`src/rtl/part_74s181.sv`:
```
// part_74s181: 4-bit ALU / function generator modelled on the 74S181.
// Sixteen logic functions (M=1) or sixteen arithmetic functions (M=0) of A and B,
// with active-low carry out and group propagate/generate outputs for a 74S182
// lookahead unit. REGISTERED=0 is purely combinational, like the TTL part;
// REGISTERED=1 places a register stage on every output.
module part_74s181 #(
    parameter bit REGISTERED = 1'b0
) (
    input  logic clk,
    input  logic reset,
    input  logic A3,
    input  logic A2,
    input  logic A1,
    input  logic A0,
    input  logic B3,
    input  logic B2,
    input  logic B1,
    input  logic B0,
    input  logic S3,
    input  logic S2,
    input  logic S1,
    input  logic S0,
    input  logic M,
    input  logic CIN_N,
    output logic F3,
    output logic F2,
    output logic F1,
    output logic F0,
    output logic COUT_N,
    output logic X,
    output logic Y,
    output logic AEB
);

    typedef struct packed {
        logic [3:0] f;
        logic       cout_n;
        logic       x;
        logic       y;
        logic       aeb;
    } alu_out_t;

    // Output state while reset is held: F cleared, active-low flags inactive.
    localparam alu_out_t RESET_OUT = '{f: 4'b0000, cout_n: 1'b1, x: 1'b1, y: 1'b1, aeb: 1'b0};

    logic [3:0] a;
    logic [3:0] b;
    logic [3:0] s;
    logic [3:0] p;
    logic [3:0] g;
    logic [3:0] carry;
    logic       c0;
    logic       c4;
    logic       group_gen;
    logic [3:0] f_arith;
    logic [3:0] f_logic;
    alu_out_t   comb_out;
    alu_out_t   out;

    assign a = {A3, A2, A1, A0};
    assign b = {B3, B2, B1, B0};
    assign s = {S3, S2, S1, S0};

    // Per-bit propagate and generate; S selects which minterms of A,B feed each.
    assign p = a | (b & {4{s[0]}}) | (~b & {4{s[1]}});
    assign g = (a & b & {4{s[3]}}) | (a & ~b & {4{s[2]}});

    // Flattened carry lookahead, the same two-level structure as the real part,
    // so no carry depends on another carry signal.
    assign c0       = ~CIN_N;
    assign carry[0] = c0;
    assign carry[1] = g[0] | (p[0] & c0);
    assign carry[2] = g[1] | (p[1] & g[0]) | (p[1] & p[0] & c0);
    assign carry[3] = g[2] | (p[2] & g[1]) | (p[2] & p[1] & g[0])
                    | (p[2] & p[1] & p[0] & c0);

    assign group_gen = g[3] | (p[3] & g[2]) | (p[3] & p[2] & g[1])
                     | (p[3] & p[2] & p[1] & g[0]);
    assign c4        = group_gen | ((&p) & c0);

    // Arithmetic mode is the sum P + G + c0; logic mode ignores the carries.
    assign f_arith = p ^ g ^ carry;
    assign f_logic = ~(p ^ g);

    // Combine mode-dependent F with the mode-independent lookahead outputs.
    always_comb begin
        comb_out        = RESET_OUT;
        comb_out.f      = M ? f_logic : f_arith;
        comb_out.cout_n = ~c4;
        comb_out.x      = ~(&p);
        comb_out.y      = ~group_gen;
        comb_out.aeb    = &comb_out.f;
    end

    generate
        if (REGISTERED) begin : g_reg
            // Output register: async clear on reset, load current function on rising clk.
            // NOTE: non-blocking assignment keeps every register sampling pre-edge values.
            always_ff @(posedge clk or posedge reset) begin
                if (reset) begin
                    out <= RESET_OUT;
                end else begin
                    out <= comb_out;
                end
            end
        end else begin : g_comb
            // Clock and reset have no function in the combinational build.
            logic unused_clk_reset;
            assign unused_clk_reset = clk | reset;
            assign out = comb_out;
        end
    endgenerate

    assign {F3, F2, F1, F0} = out.f;
    assign COUT_N           = out.cout_n;
    assign X                = out.x;
    assign Y                = out.y;
    assign AEB              = out.aeb;

endmodule

```
`config.mk`:
```
export PLATFORM = sky130hd
export DESIGN_NAME = part_74s181
export DESIGN_NICKNAME = d
export VERILOG_FILES = /design/src/rtl/part_74s181.sv
export SDC_FILE = /design/constraint.sdc
export NUM_CORES = 1
export LEC_CHECK = 0
export CAP_MARGIN = 20
export CORE_AREA = 2 2 39 41
export DETAILED_ROUTE_END_ITERATION = 10
export DIE_AREA = 0 0 41 43
export PLACE_DENSITY = 0.76
export SLEW_MARGIN = 25
export SYNTH_ARGS = -nofsm -noshare
export SYNTH_HDL_FRONTEND = slang
export SYNTH_SLANG_ARGS = --single-unit
```
`constraint.sdc`:
```
create_clock -name vclk -period 3.8
set_input_delay 0.76 -clock vclk [all_inputs]
set_output_delay 0.76 -clock vclk [all_outputs]
set_load 0.05 [all_outputs]
```
Word-level counts from Yosys, hierarchy flattened:

Index checks and enable logic that the tools add are counted.

* bits in registers: 0
* output and inout bits: 8
* word-level logic and storage cells: 45

* multiplexer cells: 1
* bitwise logic cells: 42
* reduce and logical (&&, ||, !) cells: 2

Operator list (count)
* 4-bit bitwise AND: 6
* 1-bit bitwise AND: 15
* 4-bit OR: 3
* 1-bit OR: 10
* 4-bit NOT: 2
* 4-bit AND reduction: 2
* 4-bit bitwise XOR: 2
* 4-bit two-way mux: 1
* 1-bit NOT: 4

Longest topological paths before layout:

* word-level depth: 11
* gate-level depth with buffers: 6
* gate-level depth less buffers: 5

Least setup slack after synthesis:

No wires, ideal clock.

* path type: input -> output
* from: input port B0
* to: output port AEB
* arrival: 3.972 ns
* required time: 3.040 ns
* slack: -0.932 ns
* cell stages on the path: 5
* path through: mux2_2 -> o21bai_1 -> o211ai_1 -> xnor2_1 -> nor4b_1

* longest elaborated chain between the ends: 10
* elaborated cells on any way between the ends: 27
* those cells by class: mux (1); bitwise (25); reduce/logical (1)

Ends and longest elaborated chain
* from (decl): RTL line 18 `input logic B0,`
* 4-bit NOT: RTL line 65, 66
* 4-bit bitwise AND (2 in series): RTL line 66 `assign g = (a & b & {4{s[3]}}) | (a & ~b & {4{s[2]}});`
* 4-bit OR: RTL line 66
* 1-bit bitwise AND: RTL line 73 `assign carry[2] = g[1] | (p[1] & g[0]) | (p[1] & p[0] & c0);`
* 1-bit OR: RTL line 73
* 1-bit OR (*): RTL line 73
* 4-bit bitwise XOR (*): RTL line 82 `assign f_arith = p ^ g ^ carry;`
* 4-bit two-way mux (*): RTL line 88 `comb_out.f = M ? f_logic : f_arith;`
* via F2: RTL line 26 `output logic F2,`
* 4-bit AND reduction (*): RTL line 92 `comb_out.aeb = &comb_out.f;`
* to (decl): RTL line 32 `output logic AEB`

Mark *: on every way through the listed nets, which the timed path passes. The rest lies on a longest branch.

Final worst setup path:

* from: input port B1
* to: output port AEB

* longest elaborated chain between the ends: 11
* elaborated cells on any way between the ends: 28
* those cells by class: mux (1); bitwise (26); reduce/logical (1)

Ends and longest elaborated chain
* from (decl): RTL line 17 `input logic B1,`
* 4-bit NOT: RTL line 65, 66
* 4-bit bitwise AND (2 in series): RTL line 66
* 4-bit OR: RTL line 66
* 1-bit bitwise AND: RTL line 74 `assign carry[3] = g[2] | (p[2] & g[1]) | (p[2] & p[1] & g[0])`
* 1-bit OR (2 in series): RTL line 74
* 1-bit OR: RTL line 75 `| (p[2] & p[1] & p[0] & c0);`
* 4-bit bitwise XOR: RTL line 82
* 4-bit two-way mux (*): RTL line 88
* 4-bit AND reduction (*): RTL line 92

Every way passes the cells marked *; elsewhere a longest branch is shown, timed or not.

==> impl_results.md <==
* Outcome: finished clean
* Fillers at 135
* GR Layer Usage met3 at 0%
* Synth area leaders: mux2_2, mux4_2, xnor2_1
* Slew Limit Fails at 0
* Synthesized area at 460 um2
* Largest net degree at the start of global routing at 9
* Post-synth cell types at 33
* Port bufs at 22
* Mean Syn Cell Area at 7.43 um2
* Share of cells above drive strength 1 at between 20 and 30%
* Post-Place Setup Slack at roughly 0.11 ns
* CP Data Required Time at just over 3 ns
* # hold bufs at CTS at 0
* Worst Setup End Kind: output port
* Setup WS post-layout at about 0.12 ns
* Worst endpoint data arrival time at about 3 ns
* Dpl hpwl at a little over 1000 um
* Nets at about 100
* Period utilisation layout at a little under 100%
* GP Congestion at approximately 0.8
* Io pins at 24
* Total GRT Usage at between 15 and 20%
* N_diodes at 0
* Die width at 41 um
* Final instance area at 776 um2
* Syn Inst Count at slightly above 60
* GRT overflow at 0
* Fin crit period at 3.68 ns
* GRT met2 Usage at approximately 26%
* Top cells by count, synth: nand2_1, nor2_1, mux2_2
* Leak at 0.308 nW
* Top Family by Delay on Critical Path: buffers and inverters
* Initial core utilization at around a third
* Setup Crit Path Kind: in2out
* Syn nets at between 70 and 80
* Met1 Use GR at 21.2%
* Drt first pass iters at 4
* Synth Area in Compound Gates at between 30% and 40%
* Share of the synthesized area in the top cell type at 12.2%
* RSZ-0062 raised after global routing: no
* Simple-Gate Fraction of Synth Area at a little under a third
* Max cap viols at 0
* Setup bufs post-CTS at 0
* Hold Crit Class: in2out
* Rows at 14
* PostCTS Resize Cnt at 0
* Max IR drop VDD at approximately 86 uV
* YS warnings at 0
* CP Launch Type: primary input
* Drt total wl at around 1200 um
* Die area at 1760 um2
* Drt drc at 0
* Least-Margin Pin Slew at about 0.47 ns
* Vert. Die Dim at around 43 um
* Busiest grt layer: met2
* Xor/xnor share of the synthesized area at roughly 5.7%
* Post-Synth Adder-Cell Area at 0%
* Area post-placement at about 780 um2
* Worst Path Buf+Inv at 2
* Largest family of logic cells by synthesized area: compound AO/OA/AOI/OAI gates
* Register area share after synthesis at 0%
* Area grow syn2layout at 68.5%
* Slowest stage delay, CP at 0.61 ns
* Layout clock buffers at 0
* Total power at 0.000172 W
* Slew HR at 68.6%
* Wire per inst at roughly 12 um
* Total number of vias at between 500 and 600
* Flip-flop and latch count at 0
* Initial antenna violation count at 0
* Post-synth top area cell: mux2_2
* Multiplexer area fraction after synthesis at around 25%
* Slowest cell on the critical path: clkdlybuf4s50_1
* Crit Path Max Fanout at 7
* Reg area at 0 um2
* Total count of hold-check failures in the final report at 0
* Setup TNS Final at 0 ns
* Vias in the first global route at around 480
* First-pass GRT wire length at around 2000 um
* Final setup violation count at 0
* Antenna-violating nets left at 0
* Layout Utilization at a little under three fifths
* Vias per cell at around 5.6
* Placeable Area at between 1000 and 1500 um2
* PwrDens at about 220 nW/um2
* Fmax at approximately 270 MHz
* 1st-iter DRT viols at 7
* Crit path cell chain: clkdlybuf4s50_1 -> mux2_4 -> and3_4 -> o2bb2a_4 -> o31a_1 -> nor4b_4 -> buf_12
## final cells by class
class	instances	area, um2	share of cell area (%)
multi-input combinational	56	452	58.2
tap	16	20.0	2.58
inverter	3	11.3	1.45
timing repair buffer	26	293	37.7
## power by group
part	total [W]	switching (W)	internal, W
Clock	0	0	0
Combinational	0.000172	0.0000898	0.0000818
Sequential	0	0	0
Total	0.000172	0.0000898	0.0000818
## layout by cell type, fill, tap and decap left out, drive strengths merged, types with 3 or more instances in the layout
cell	Yosys	final
clkdlybuf4s50	0	14
buf	1	12
a21oi	4	4
xnor2	3	3
nor2	6	6
mux2	6	6
nand2	6	6
nor4	4	4
inv	3	3
## worst paths after layout
kind                  start   to  depth (start not counted)
worst max-delay path     B1  AEB                          7
worst min-delay path     A3    Y                          4
## cell families after synthesis
| family | count (synthesis) |
|---|---|
| multiplexers | 8 |
| XOR/XNOR | 3 |
| AO/OA/AOI/OAI | 19 |
| buffers and inverters | 6 |
| AND/OR/NAND/NOR | 26 |
## per-stage QoR
stage	std cells	hold slack, ns
final	101	2.37
after detailed placement	101	2.37
after global placement	101	2.36
after CTS	101	2.37
after global routing	101	2.40
after floorplan	62	1.78
## routing by layer
metal,wire length (um),up-vias
met2,582,20
met5,0,-
met1,551,256
met3,70,2
li1,-,283
met4,15,0
(Power assumes the default switching activity.)
